<file path="config.mk">
export PLATFORM = sky130hd
export DESIGN_NAME = alu_share_ctrl
export DESIGN_NICKNAME = d
export VERILOG_FILES = /design/src/rtl/alu_share_pkg.sv /design/src/rtl/alu_8bit.sv /design/src/rtl/rr_arb2.sv /design/src/rtl/alu_share_ctrl.sv
export SDC_FILE = /design/constraint.sdc
export NUM_CORES = 1
export LEC_CHECK = 0
export CAP_MARGIN = 5
export CORE_MARGIN = 1
export CORE_UTILIZATION = 56
export DETAILED_ROUTE_END_ITERATION = 8
export PLACE_DENSITY = 0.92
export SYNTH_ARGS = -nofsm -noshare
export SYNTH_HDL_FRONTEND = slang
export SYNTH_SLANG_ARGS = --single-unit
</file>
<file path="constraint.sdc">
create_clock -name clk -period 5.95 [get_ports clk]
set_clock_uncertainty 0.05 [all_clocks]
set_input_delay 1.4875 -clock clk [delete_from_list [all_inputs] [get_ports clk]]
set_output_delay 1.4875 -clock clk [all_outputs]
set_load 0.05 [all_outputs]
</file>
<file path="src/rtl/alu_share_pkg.sv">
// Shared types and constants for the two-requester ALU scheduler.
// Holds the FSM state enum, the requester index type, the alu_8bit opcodes,
// and the packed payloads for latched commands and registered results.
package alu_share_pkg;

  localparam int unsigned DATA_W = 8;
  localparam int unsigned RES_W  = 16;
  localparam int unsigned OP_W   = 4;

  // Opcodes understood by alu_8bit
  localparam logic [OP_W-1:0] OP_ADD = 4'h0;
  localparam logic [OP_W-1:0] OP_SUB = 4'h1;
  localparam logic [OP_W-1:0] OP_MUL = 4'h2;
  localparam logic [OP_W-1:0] OP_AND = 4'h3;
  localparam logic [OP_W-1:0] OP_OR  = 4'h4;
  localparam logic [OP_W-1:0] OP_XOR = 4'h5;

  typedef enum logic [1:0] {
    ST_IDLE = 2'd0,
    ST_EXEC = 2'd1,
    ST_RESP = 2'd2
  } state_t;

  // Index of a requester (0 or 1)
  typedef logic req_idx_t;

  // Command latched on accept
  typedef struct packed {
    logic [OP_W-1:0]   opcode;
    logic [DATA_W-1:0] a;
    logic [DATA_W-1:0] b;
    req_idx_t          idx;
  } cmd_t;

  // Result captured from the ALU
  typedef struct packed {
    logic [RES_W-1:0] result;
    logic             cout;
    logic             bout;
  } rsp_t;

endpackage

</file>
<file path="src/rtl/alu_8bit.sv">
// Combinational 8-bit ALU shared by both requesters.
// Ports: opcode (4), a/b (8) operands; alu_out (16) result,
//        cout carry-out of ADD, bout borrow-out of SUB.
// ADD yields the 9-bit sum zero-extended; SUB yields the 8-bit difference
// zero-extended; MUL yields the full 16-bit product; undefined opcodes give 0.
module alu_8bit
  import alu_share_pkg::*;
(
  input  logic [OP_W-1:0]   opcode,
  input  logic [DATA_W-1:0] a,
  input  logic [DATA_W-1:0] b,
  output logic [RES_W-1:0]  alu_out,
  output logic              cout,
  output logic              bout
);

  logic [DATA_W:0] sum;
  logic [DATA_W:0] diff;

  always_comb begin
    sum     = {1'b0, a} + {1'b0, b};
    diff    = {1'b0, a} - {1'b0, b};
    alu_out = '0;
    cout    = 1'b0;
    bout    = 1'b0;
    case (opcode)
      OP_ADD: begin
        alu_out = RES_W'(sum);
        cout    = sum[DATA_W];
      end
      OP_SUB: begin
        alu_out = RES_W'(diff[DATA_W-1:0]);
        bout    = diff[DATA_W];
      end
      OP_MUL:  alu_out = RES_W'(a) * RES_W'(b);
      OP_AND:  alu_out = RES_W'(a & b);
      OP_OR:   alu_out = RES_W'(a | b);
      OP_XOR:  alu_out = RES_W'(a ^ b);
      default: alu_out = '0;
    endcase
  end

endmodule

</file>
<file path="src/rtl/rr_arb2.sv">
// Two-way round-robin grant selection.
// Ports: req[1:0] request vector, last previously granted index;
//        grant selected index (combinational).
// With no request or a tie the requester not granted last wins, so the
// grant always points somewhere sensible for the ready outputs.
module rr_arb2
  import alu_share_pkg::*;
(
  input  logic [1:0] req,
  input  req_idx_t   last,
  output req_idx_t   grant
);

  always_comb begin
    grant = ~last;
    case (req)
      2'b01:   grant = 1'b0;
      2'b10:   grant = 1'b1;
      default: grant = ~last;
    endcase
  end

endmodule

</file>
<file path="src/rtl/alu_share_ctrl.sv">
// Time-shares one alu_8bit between two valid/ready requesters.
// Ports: clk, rst_n (async active-low);
//        reqX_valid/ready/opcode/a/b command channels (X = 0, 1);
//        rspX_valid/ready response channels; rsp_result/rsp_cout/rsp_bout
//        shared registered result; busy (not IDLE); ops_done completed count.
// Flow: IDLE accepts a round-robin winner, EXEC captures the ALU result from
// the operand registers, RESP holds it until the owning requester takes it.
module alu_share_ctrl
  import alu_share_pkg::*;
#(
  parameter int unsigned CNT_W = 16
) (
  input  logic              clk,
  input  logic              rst_n,
  input  logic              req0_valid,
  output logic              req0_ready,
  input  logic [OP_W-1:0]   req0_opcode,
  input  logic [DATA_W-1:0] req0_a,
  input  logic [DATA_W-1:0] req0_b,
  input  logic              req1_valid,
  output logic              req1_ready,
  input  logic [OP_W-1:0]   req1_opcode,
  input  logic [DATA_W-1:0] req1_a,
  input  logic [DATA_W-1:0] req1_b,
  output logic              rsp0_valid,
  input  logic              rsp0_ready,
  output logic              rsp1_valid,
  input  logic              rsp1_ready,
  output logic [RES_W-1:0]  rsp_result,
  output logic              rsp_cout,
  output logic              rsp_bout,
  output logic              busy,
  output logic [CNT_W-1:0]  ops_done
);

  state_t            state;
  req_idx_t          last;
  req_idx_t          grant;
  cmd_t              cmd;
  rsp_t              rsp;
  logic [RES_W-1:0]  alu_out;
  logic              alu_cout;
  logic              alu_bout;
  logic              accept;
  logic              rsp_hs;

  rr_arb2 u_arb (
    .req   ({req1_valid, req0_valid}),
    .last  (last),
    .grant (grant)
  );

  // ALU sees only the latched operands
  alu_8bit u_alu (
    .opcode  (cmd.opcode),
    .a       (cmd.a),
    .b       (cmd.b),
    .alu_out (alu_out),
    .cout    (alu_cout),
    .bout    (alu_bout)
  );

  assign req0_ready = (state == ST_IDLE) && (grant == 1'b0);
  assign req1_ready = (state == ST_IDLE) && (grant == 1'b1);
  assign accept     = (req0_ready && req0_valid) || (req1_ready && req1_valid);

  // Only the owning requester's ready completes a response
  assign rsp_hs = (state == ST_RESP) && ((cmd.idx == 1'b1) ? rsp1_ready : rsp0_ready);

  assign rsp_result = rsp.result;
  assign rsp_cout   = rsp.cout;
  assign rsp_bout   = rsp.bout;

  // Scheduler FSM with registered outputs
  always_ff @(posedge clk or negedge rst_n) begin
    if (!rst_n) begin
      state      <= ST_IDLE;
      last       <= 1'b1;
      cmd        <= '0;
      rsp        <= '0;
      rsp0_valid <= 1'b0;
      rsp1_valid <= 1'b0;
      busy       <= 1'b0;
      ops_done   <= '0;
    end else begin
      case (state)
        ST_IDLE: begin
          if (accept) begin
            if (grant == 1'b1) begin
              cmd <= '{opcode: req1_opcode, a: req1_a, b: req1_b, idx: 1'b1};
            end else begin
              cmd <= '{opcode: req0_opcode, a: req0_a, b: req0_b, idx: 1'b0};
            end
            busy  <= 1'b1;
            state <= ST_EXEC;
          end
        end
        ST_EXEC: begin
          rsp        <= '{result: alu_out, cout: alu_cout, bout: alu_bout};
          rsp0_valid <= (cmd.idx == 1'b0);
          rsp1_valid <= (cmd.idx == 1'b1);
          state      <= ST_RESP;
        end
        ST_RESP: begin
          if (rsp_hs) begin
            rsp0_valid <= 1'b0;
            rsp1_valid <= 1'b0;
            busy       <= 1'b0;
            ops_done   <= ops_done + CNT_W'(1);
            last       <= cmd.idx;
            state      <= ST_IDLE;
          end
        end
        default: begin
          busy  <= 1'b0;
          state <= ST_IDLE;
        end
      endcase
    end
  end

endmodule

</file>
; Word-level counts from Yosys, hierarchy flattened
; Index checks and enable logic that the tools add are counted.
[word_totals]
register_bits = 61
elab_cells = 63
[classes]
n_addsub = 3
mul = 1
eq_ne = 11
n_mux = 14
n_bitwise = 7
reduce_logical = 14
[op_table]
columns = cell, n
row1 = one-hot mux 16 bit (6 select lines), 1
row2 = two-way mux 21 bit, 1
row3 = "adder 16 x 1 -> 16 bit, second input constant", 1
row4 = multiplier 8 x 8 -> 16 bit, 1
row5 = adder 8 x 8 -> 9 bit, 1
row6 = subtractor 8 x 8 -> 9 bit, 1
row7 = AND 8 bit, 1
row8 = "== test 4 x 2 -> 1 bit, second input constant", 2
row9 = "== test 4 x 3 -> 1 bit, second input constant", 2
row10 = bitwise OR 8 bit, 1
row11 = AND reduction 2 bit, 4
row12 = bitwise XOR 8 bit, 1
row13 = one-hot mux 1 bit (2 select lines), 3
row14 = one-hot mux 2 bit (3 select lines), 1
row15 = logical AND 1 bit, 5
row16 = two-way mux 1 bit, 5
row17 = "== test 2 x 1 -> 1 bit, second input constant", 2
row18 = "== test 2 bit, second input constant", 2
row19 = "== test 4 x 1 -> 1 bit, second input constant", 1
row20 = zero test 4 bit, 1
row21 = two-way mux 2 bit, 2
row22 = "inequality test 2 bit, second input constant", 2
row23 = NOT 1 bit, 4
row24 = one-hot mux 1 bit (3 select lines), 1
row25 = 4 further kinds, 4

; Logic depth before layout (Yosys ltp)
[logic_depth]
ltp_word = 8
mapped_depth = 17

; By module
; From an unflattened synthesis, not the netlist that was laid out.
[hier_totals]
cells_unflattened = 698
area_unflattened_um2 = 6029.5
[modules_own_cells]
columns = mod, n_inst, cells_per_inst, area_per_inst_um2, seq_area_each_um2
row1 = alu_8bit, 1, 436, 3338.2, 0.0
row2 = alu_share_ctrl, 1, 258, 2661.3, 1527.7
row3 = rr_arb2, 1, 4, 30.0, 0.0

; Least setup slack after synthesis
; Ideal clock, no wire load.
[synth_timing]
kind = register -> register
startpoint = register cmd[10] in the netlist's numbering
endpoint = register rsp, in the netlist rsp_result[15]
setup_ps = 122
t_arrival_ps = 4378
path_slack_ps = 1400
path_stages_with_launch = 16
period_less_slack_ps = 4550
path_cell_list = dfrtp_1 > inv_1 > nor2_1 > fa_1 > fa_1 > fa_1 > inv_1 > fa_1 > inv_1 > ha_1 > clkbuf_1 > o21a_1 > o2111a_1 > o31a_1 > or3_1 > a32o_1
[synth_via]
elab_chain_cells = 2
[synth_rtl]
columns = item, line_no
row1 = start: declaration, alu_share_ctrl.sv:39  ; cmd_t cmd;
row2 = start signal: assignment, alu_share_ctrl.sv:90  ; cmd <= '{opcode: req1_opcode, a: req1_a, b: req1_b, idx: 1'b1};
row3 = start signal: assignment, alu_share_ctrl.sv:92  ; cmd <= '{opcode: req0_opcode, a: req0_a, b: req0_b, idx: 1'b0};
row4 = multiplier 8 x 8 -> 16 bit, alu_8bit.sv:35  ; OP_MUL: alu_out = RES_W'(a) * RES_W'(b);
row5 = one-hot mux 16 bit (6 select lines), alu_8bit.sv:26  ; case (opcode)
row6 = end signal: assignment, alu_share_ctrl.sv:99  ; rsp <= '{result: alu_out, cout: alu_cout, bout: alu_bout};
row7 = end: declaration, alu_share_ctrl.sv:40  ; rsp_t rsp;
; No other way between the ends.
; A chain may end at the register's enable or synchronous reset.

; Final worst setup path
[layout_timing]
startpoint = input port req0_valid
endpoint = output port req0_ready
[layout_via]
elab_chain_cells = 4
elab_cells_between_ends = 5
cone_classes = eq/ne: 2 / mux: 1 / bitwise: 1 / reduce/logical: 1
[layout_rtl]
columns = item, line_no
row1 = start: declaration, alu_share_ctrl.sv:15  ; input logic req0_valid,
row2 = == test 2 bit / == test 2 x 1 -> 1 bit (equally long branches), rr_arb2.sv:16  ; case (req)
row3 = one-hot mux 1 bit (2 select lines) (*), rr_arb2.sv:16
row4 = NOT 1 bit (*), alu_share_ctrl.sv:63  ; assign req0_ready = (state == ST_IDLE) && (grant == 1'b0);
row5 = logical AND 1 bit (*), alu_share_ctrl.sv:63
row6 = end: declaration, alu_share_ctrl.sv:16  ; output logic req0_ready,
; Every way passes the cells marked *; elsewhere a longest branch is shown, timed or not.

==> flow_summary.yaml <==
status:
  status: "completed"
cts:
  clock_latency_ns: 0.36
  cts_tree: "yes"
  post_cts_resized: 0
  ctsHtreeMaxLevel: 3
  clkTransAtPathRegs_ns: 0.07
  post_cts.repair.setup_buffers: 0
  holdBufCountCts: 0
  clockBufferDepth: 2
  cts_sinks: 61
  cts_made_buffers: 9
  root_buffer: "clkbuf_8"
synthesis:
  synth_seq_area_share: 0.258
  synth_cell_types: 72
  synthCells: 669
  ys_ff_latch: 61
  synth.top_cells.by_count: "nor2_1, inv_1, ha_1"
  netlist_area_um2: 5920
  synth_top_cell_by_area: "dfrtp_1"
  avgSynthCellArea_um2: 8.84
  syn_nets: 815
  synth_area_leaders: "dfrtp_1, ha_1, fa_1"
  synthMostInstantiatedCell: "nor2_1"
  synth_ff_type: "dfrtp_1"
  async_flop_share: 1.00
  synth_edf_count: 0
  yosys_warnings: 0
  synth_top_area_share: 0.254
place:
  dpl.hpwl_mm: 11.5
  place_congestion: 0.957
  port_buffers: 84
sta:
  worst_pin_slew_ns: 0.990
  slew_violations: 0
  hold_viol_final: 0
  finalSetupViolCount: 0
  timing.fmax_mhz: 194
  period_share: 0.864
  rsz0062_at_grt: "no"
  setup_tns_ns: 0
  max_slew_margin: 0.340
  period_needed_ns: 5.14
global_route:
  grt_pass1_wl_mm: 24.6
  overflow: 0
  grt_use_total: 0.282
  grt_max_degree: 62
  grt_pass1_vias: 5158
  antenna_found_initial: 0
floorplanning:
  start_util: 0.576
  coreArea_um2: 10300
  rows: 37
  die_area_um2: 11000
  pin_count: 85
  chipHeight_um: 105
  die_x_um: 105
worst_setup_path:
  r2r_end: "rsp_result[14]"
  startpoint_type: "input pin"
  end_kind: "output port"
  reg2reg_depth: 14
  required_ns: 4.41
  r2r_start: "cmd[16]"
  path_max_fanout: 4
  cp-startpoint: "req0_valid"
  cp.arrival_ns: 3.60
  endpoint: "req0_ready"
  path_class: "input pin to output port"
  rrSetupSlack_ns: 1.14
drt:
  ant_nets: 0
  via_per_inst: 5.88
  drc_errors: 0
  routedWlPerCell_um: 16.7
  dr.pass1.iters: 5
  wirelength_mm: 14.8
  dr_total_vias: 5196
  first_iter_violations: 403
min_path:
  hold_path_class: "register to register"
cells_and_area:
  area_growth_pct: 19.1
  num-nets-final: 888
  insertedDiodeCount: 0
  drive_gt1_frac: 0.0522
run:
  cap_violations: 0
-- metrics by stage --
stage               utilization  hold slack, ns  instance area, um2  worst slack (ns)  std cells
floorplan                     -           0.458                5920              1.40        669
global placement          0.666           0.410                6850             0.877        867
detailed placement        0.666           0.422                6850             0.813        867
CTS                       0.686           0.435                7050             0.805        883
global route              0.686           0.455                7050             0.765        883
finish                    0.686           0.430                7050             0.808        883
-- routing by layer --
layer,routed length [um],vias up,part of all wire,global-route usage
met5,0,-,0,0
met4,252,0,0.017,0.0775
met3,1030,28,0.070,0.0499
met2,7230,216,0.49,0.463
met1,6240,2512,0.42,0.383
li1,-,2440,-,-
-- how the worst min path moves through the flow --
stage                         startpoint             end  slack (ns)  depth (start not counted)
after floorplan                 state[1]        state[1]        0.46                          2
after global placement              busy            busy        0.41                          1
after global routing        ops_done[12]    ops_done[12]        0.45                          1
after CTS                 rsp_result[10]  rsp_result[10]        0.43                          2
final                     rsp_result[10]  rsp_result[10]        0.43                          2
after detailed placement  rsp_result[10]  rsp_result[10]        0.42                          2
-- registers in the layout, summed over array words and instances (netlist names) --
signal / flops
state: 2
rsp_result: 16
ops_done: 16
rsp_bout: 1
busy: 1
cmd: 21
rsp1_valid: 1
rsp_cout: 1
last: 1
rsp0_valid: 1
-- area by class of cell --
class                           count  area (um2)
Multi-Input combinational cell    503        3990
Fill cell                         805        3230
Sequential cell                    61        1530
Timing Repair Buffer               88         866
Inverter                           79         297
Tap cell                          136         170
Clock buffer                       11         141
Clock inverter                      5        60.1
-- critical path, stage by stage --
cell and delay, ns:
clkdlybuf4s50_1 0.47, inv_1 0.06, ha_1 0.30, or2_2 0.32, a21oi_1 0.14, clkdlybuf4s50_1 0.83
-- cell usage in the layout, fill, tap and decap left out, types with 5 or more instances in the layout --
cell             count
nor2_1              95
clkdlybuf4s50_1     83
inv_1               76
ha_1                62
dfrtp_1             60
nand2_1             43
a21oi_1             41
fa_1                38
mux2i_1             24
o21ai_0             24
xnor2_1             15
nand3_1             12
xor2_1              11
clkbuf_8            10
nand4_1              8
o22ai_1              8
a22oi_1              7
nand2b_1             6
o211ai_1             6
a21o_1               5
nor2b_1              5
o21bai_1             5
-- logic make-up after synthesis --
| kind of cell | after synthesis | share of synthesized area |
|---|---|---|
| AOI/OAI and AO/OA | 136 | 0.150 |
| DFF | 61 | 0.258 |
| adders and majority gates | 100 | 0.260 |
| muxes | 27 | 0.0470 |
| buffers and inverters | 105 | 0.0685 |
| xor gates and xnor gates | 26 | 0.0385 |
| and+or+nand+nor | 214 | 0.178 |
Power is not shown: default switching activity piles up to over one toggle a cycle in this logic, so the estimate is an artifact.
==> edit: new RTL, same flow settings <==
Make the reset (`rst_n`) synchronous in one clocked block. Comments in the files are not updated.
--- a/src/rtl/alu_share_ctrl.sv
+++ b/src/rtl/alu_share_ctrl.sv
@@ -72,7 +72,7 @@
   assign rsp_bout   = rsp.bout;
 
   // Scheduler FSM with registered outputs
-  always_ff @(posedge clk or negedge rst_n) begin
+  always_ff @(posedge clk) begin
     if (!rst_n) begin
       state      <= ST_IDLE;
       last       <= 1'b1;
Function: changed (Yosys sat finds a counterexample within 4 cycles, from zero or initial values and one cycle with rst_n low; the reset may be asserted at any time).
==> edit against the original RTL <==
- first-iteration DRC count fell by 12%
- cell area fell by 2.8%
- wire length up 3.6%
- synthesized area down 4.4%
- critical path type unchanged
- critical endpoint is now req1_ready
- global-route usage up 2.4 points
- count of clock-buffer cells in the layout shrank 1
- sequential cell count stayed put
- worst setup slack lost 0.026 ns
- fmax decreased by 0.50%
Power is left out: it rests on default switching activity, and per cell area and clock period it moved more than threefold.
==> edit: results (changes against the original RTL) <==
metric,value,unit,change
hold_start,rsp_result[11],,was rsp_result[10]
seq_share,17.82,%,was 21.68%
max_stage_delay,0.85,ns,was 0.83 ns
ys_seq_area_share,21.60,%,was 25.82%
drtIter0Drc,355,,was 403
htree_num_levels,3,,unchanged
area_growth,21.22,%,was 19.14%
multi_input_area,0.004044,sq mm,was 0.003986 sq mm
grt_pass1_vias,5180,,was 5158
grt_pass1_wl,24750,um,was 24650 um
outcome,finished clean,,unchanged
ys_types,64,,was 72
fin_nets,902,,was 888
dp_cells,878,,was 867
final-instance-count-excl-fill,894,,was 883
synthMuxAreaShare,4.691,%,was 4.695%
syn-cell-area,0.005654,sq mm,was 0.005916 sq mm
routedWlPerCell,17.10,um,was 16.71 um
place_hpwl,11990,um,was 11530 um
synth_top_area_cell,dfxtp_1,,was dfrtp_1
fillers,794,,was 805
nonClockBufferCount,89,,was 88
design.seq.count,61,,unchanged
nClkBuffers,10,,was 11
synth_fp_nets,825,,was 815
grt_max_degree,41,,was 62
synth-xor-area-share,3.408,%,was 3.849%
multi_input_cells,511,,was 503
track_usage,30.61,%,was 28.17%
place.gp.congestion,0.9655,,was 0.9568
r2r_start,cmd[10],,was cmd[16]
drive_above_1_share,4.336,%,was 5.221%
cpMaxStageDelayCell,clkdlybuf4s50_1,,unchanged
route.detailed.drc,0,,unchanged
pre_cts_slack,0.8137,ns,was 0.8127 ns
arrival,3.63,ns,was 3.60 ns
placed_cell_area,0.006623,sq mm,was 0.006847 sq mm
netlist_instances,679,,was 669
final-clk-cell-share,3.377,%,was 2.858%
ys_async_sr_fraction,0,%,was 100.0%
netlist_top_cells_area,"dfxtp_1 (22%), ha_1 (14%), fa_1 (13%)",,"was dfrtp_1 (25%), ha_1 (13%), fa_1 (13%)"
buffer_area_share,12.78,%,was 12.28%
synth_compound_area_share,19.12,%,was 15.04%
worst_slew_pin_slew,1.170,ns,was 0.9896 ns
synth_common_cells,"nor2_1 (85), inv_1 (80), ha_1 (62)",,"was nor2_1 (95), inv_1 (76), ha_1 (62)"
viasPerCell,5.912,,was 5.884
inv_count,84,,was 79
synth_adder_area_share,27.17,%,was 25.97%
critPathMaxFanout,3,,was 4
-- edit: cell types whose count changed in the layout (fill, tap and decap cells not counted), moves of 6 or more --
cell	change
a21oi_1	-12
nand2_1	+12
dfrtp_1	-60
nor3_1	+6
nor2_1	-10
and2_1	+9
o211a_1	+13
a31oi_1	+6
a211oi_1	+9
dfxtp_1	+61
nand3_1	-6
o21ai_0	+8
-- edit: worst max-delay path, delay by kind of cell --
kind                     cells  cell delay (ns)
AND/OR/NAND/NOR              1             0.16
buffers and inverters        3             1.43
adder cells (fa/ha/maj)      1             0.35
multiplexers                 1             0.21
-- edit: final timing paths --
path	endpoint	slack [ns]	cells after the start
worst max-delay path	req1_ready	0.78	6
worst min-delay path	rsp_result[11]	0.40	2
worst max register to register	rsp_result[13]	1.20	15
worst min register to register	rsp_result[11]	0.40	2
-- edit: layer usage --
layer | track usage (%) | part of all wire (%)
met1 | 36.44 | 40
met2 | 53.08 | 49
met3 | 4.788 | 6.2
met4 | 16.04 | 4.3
met5 | 0 | 0
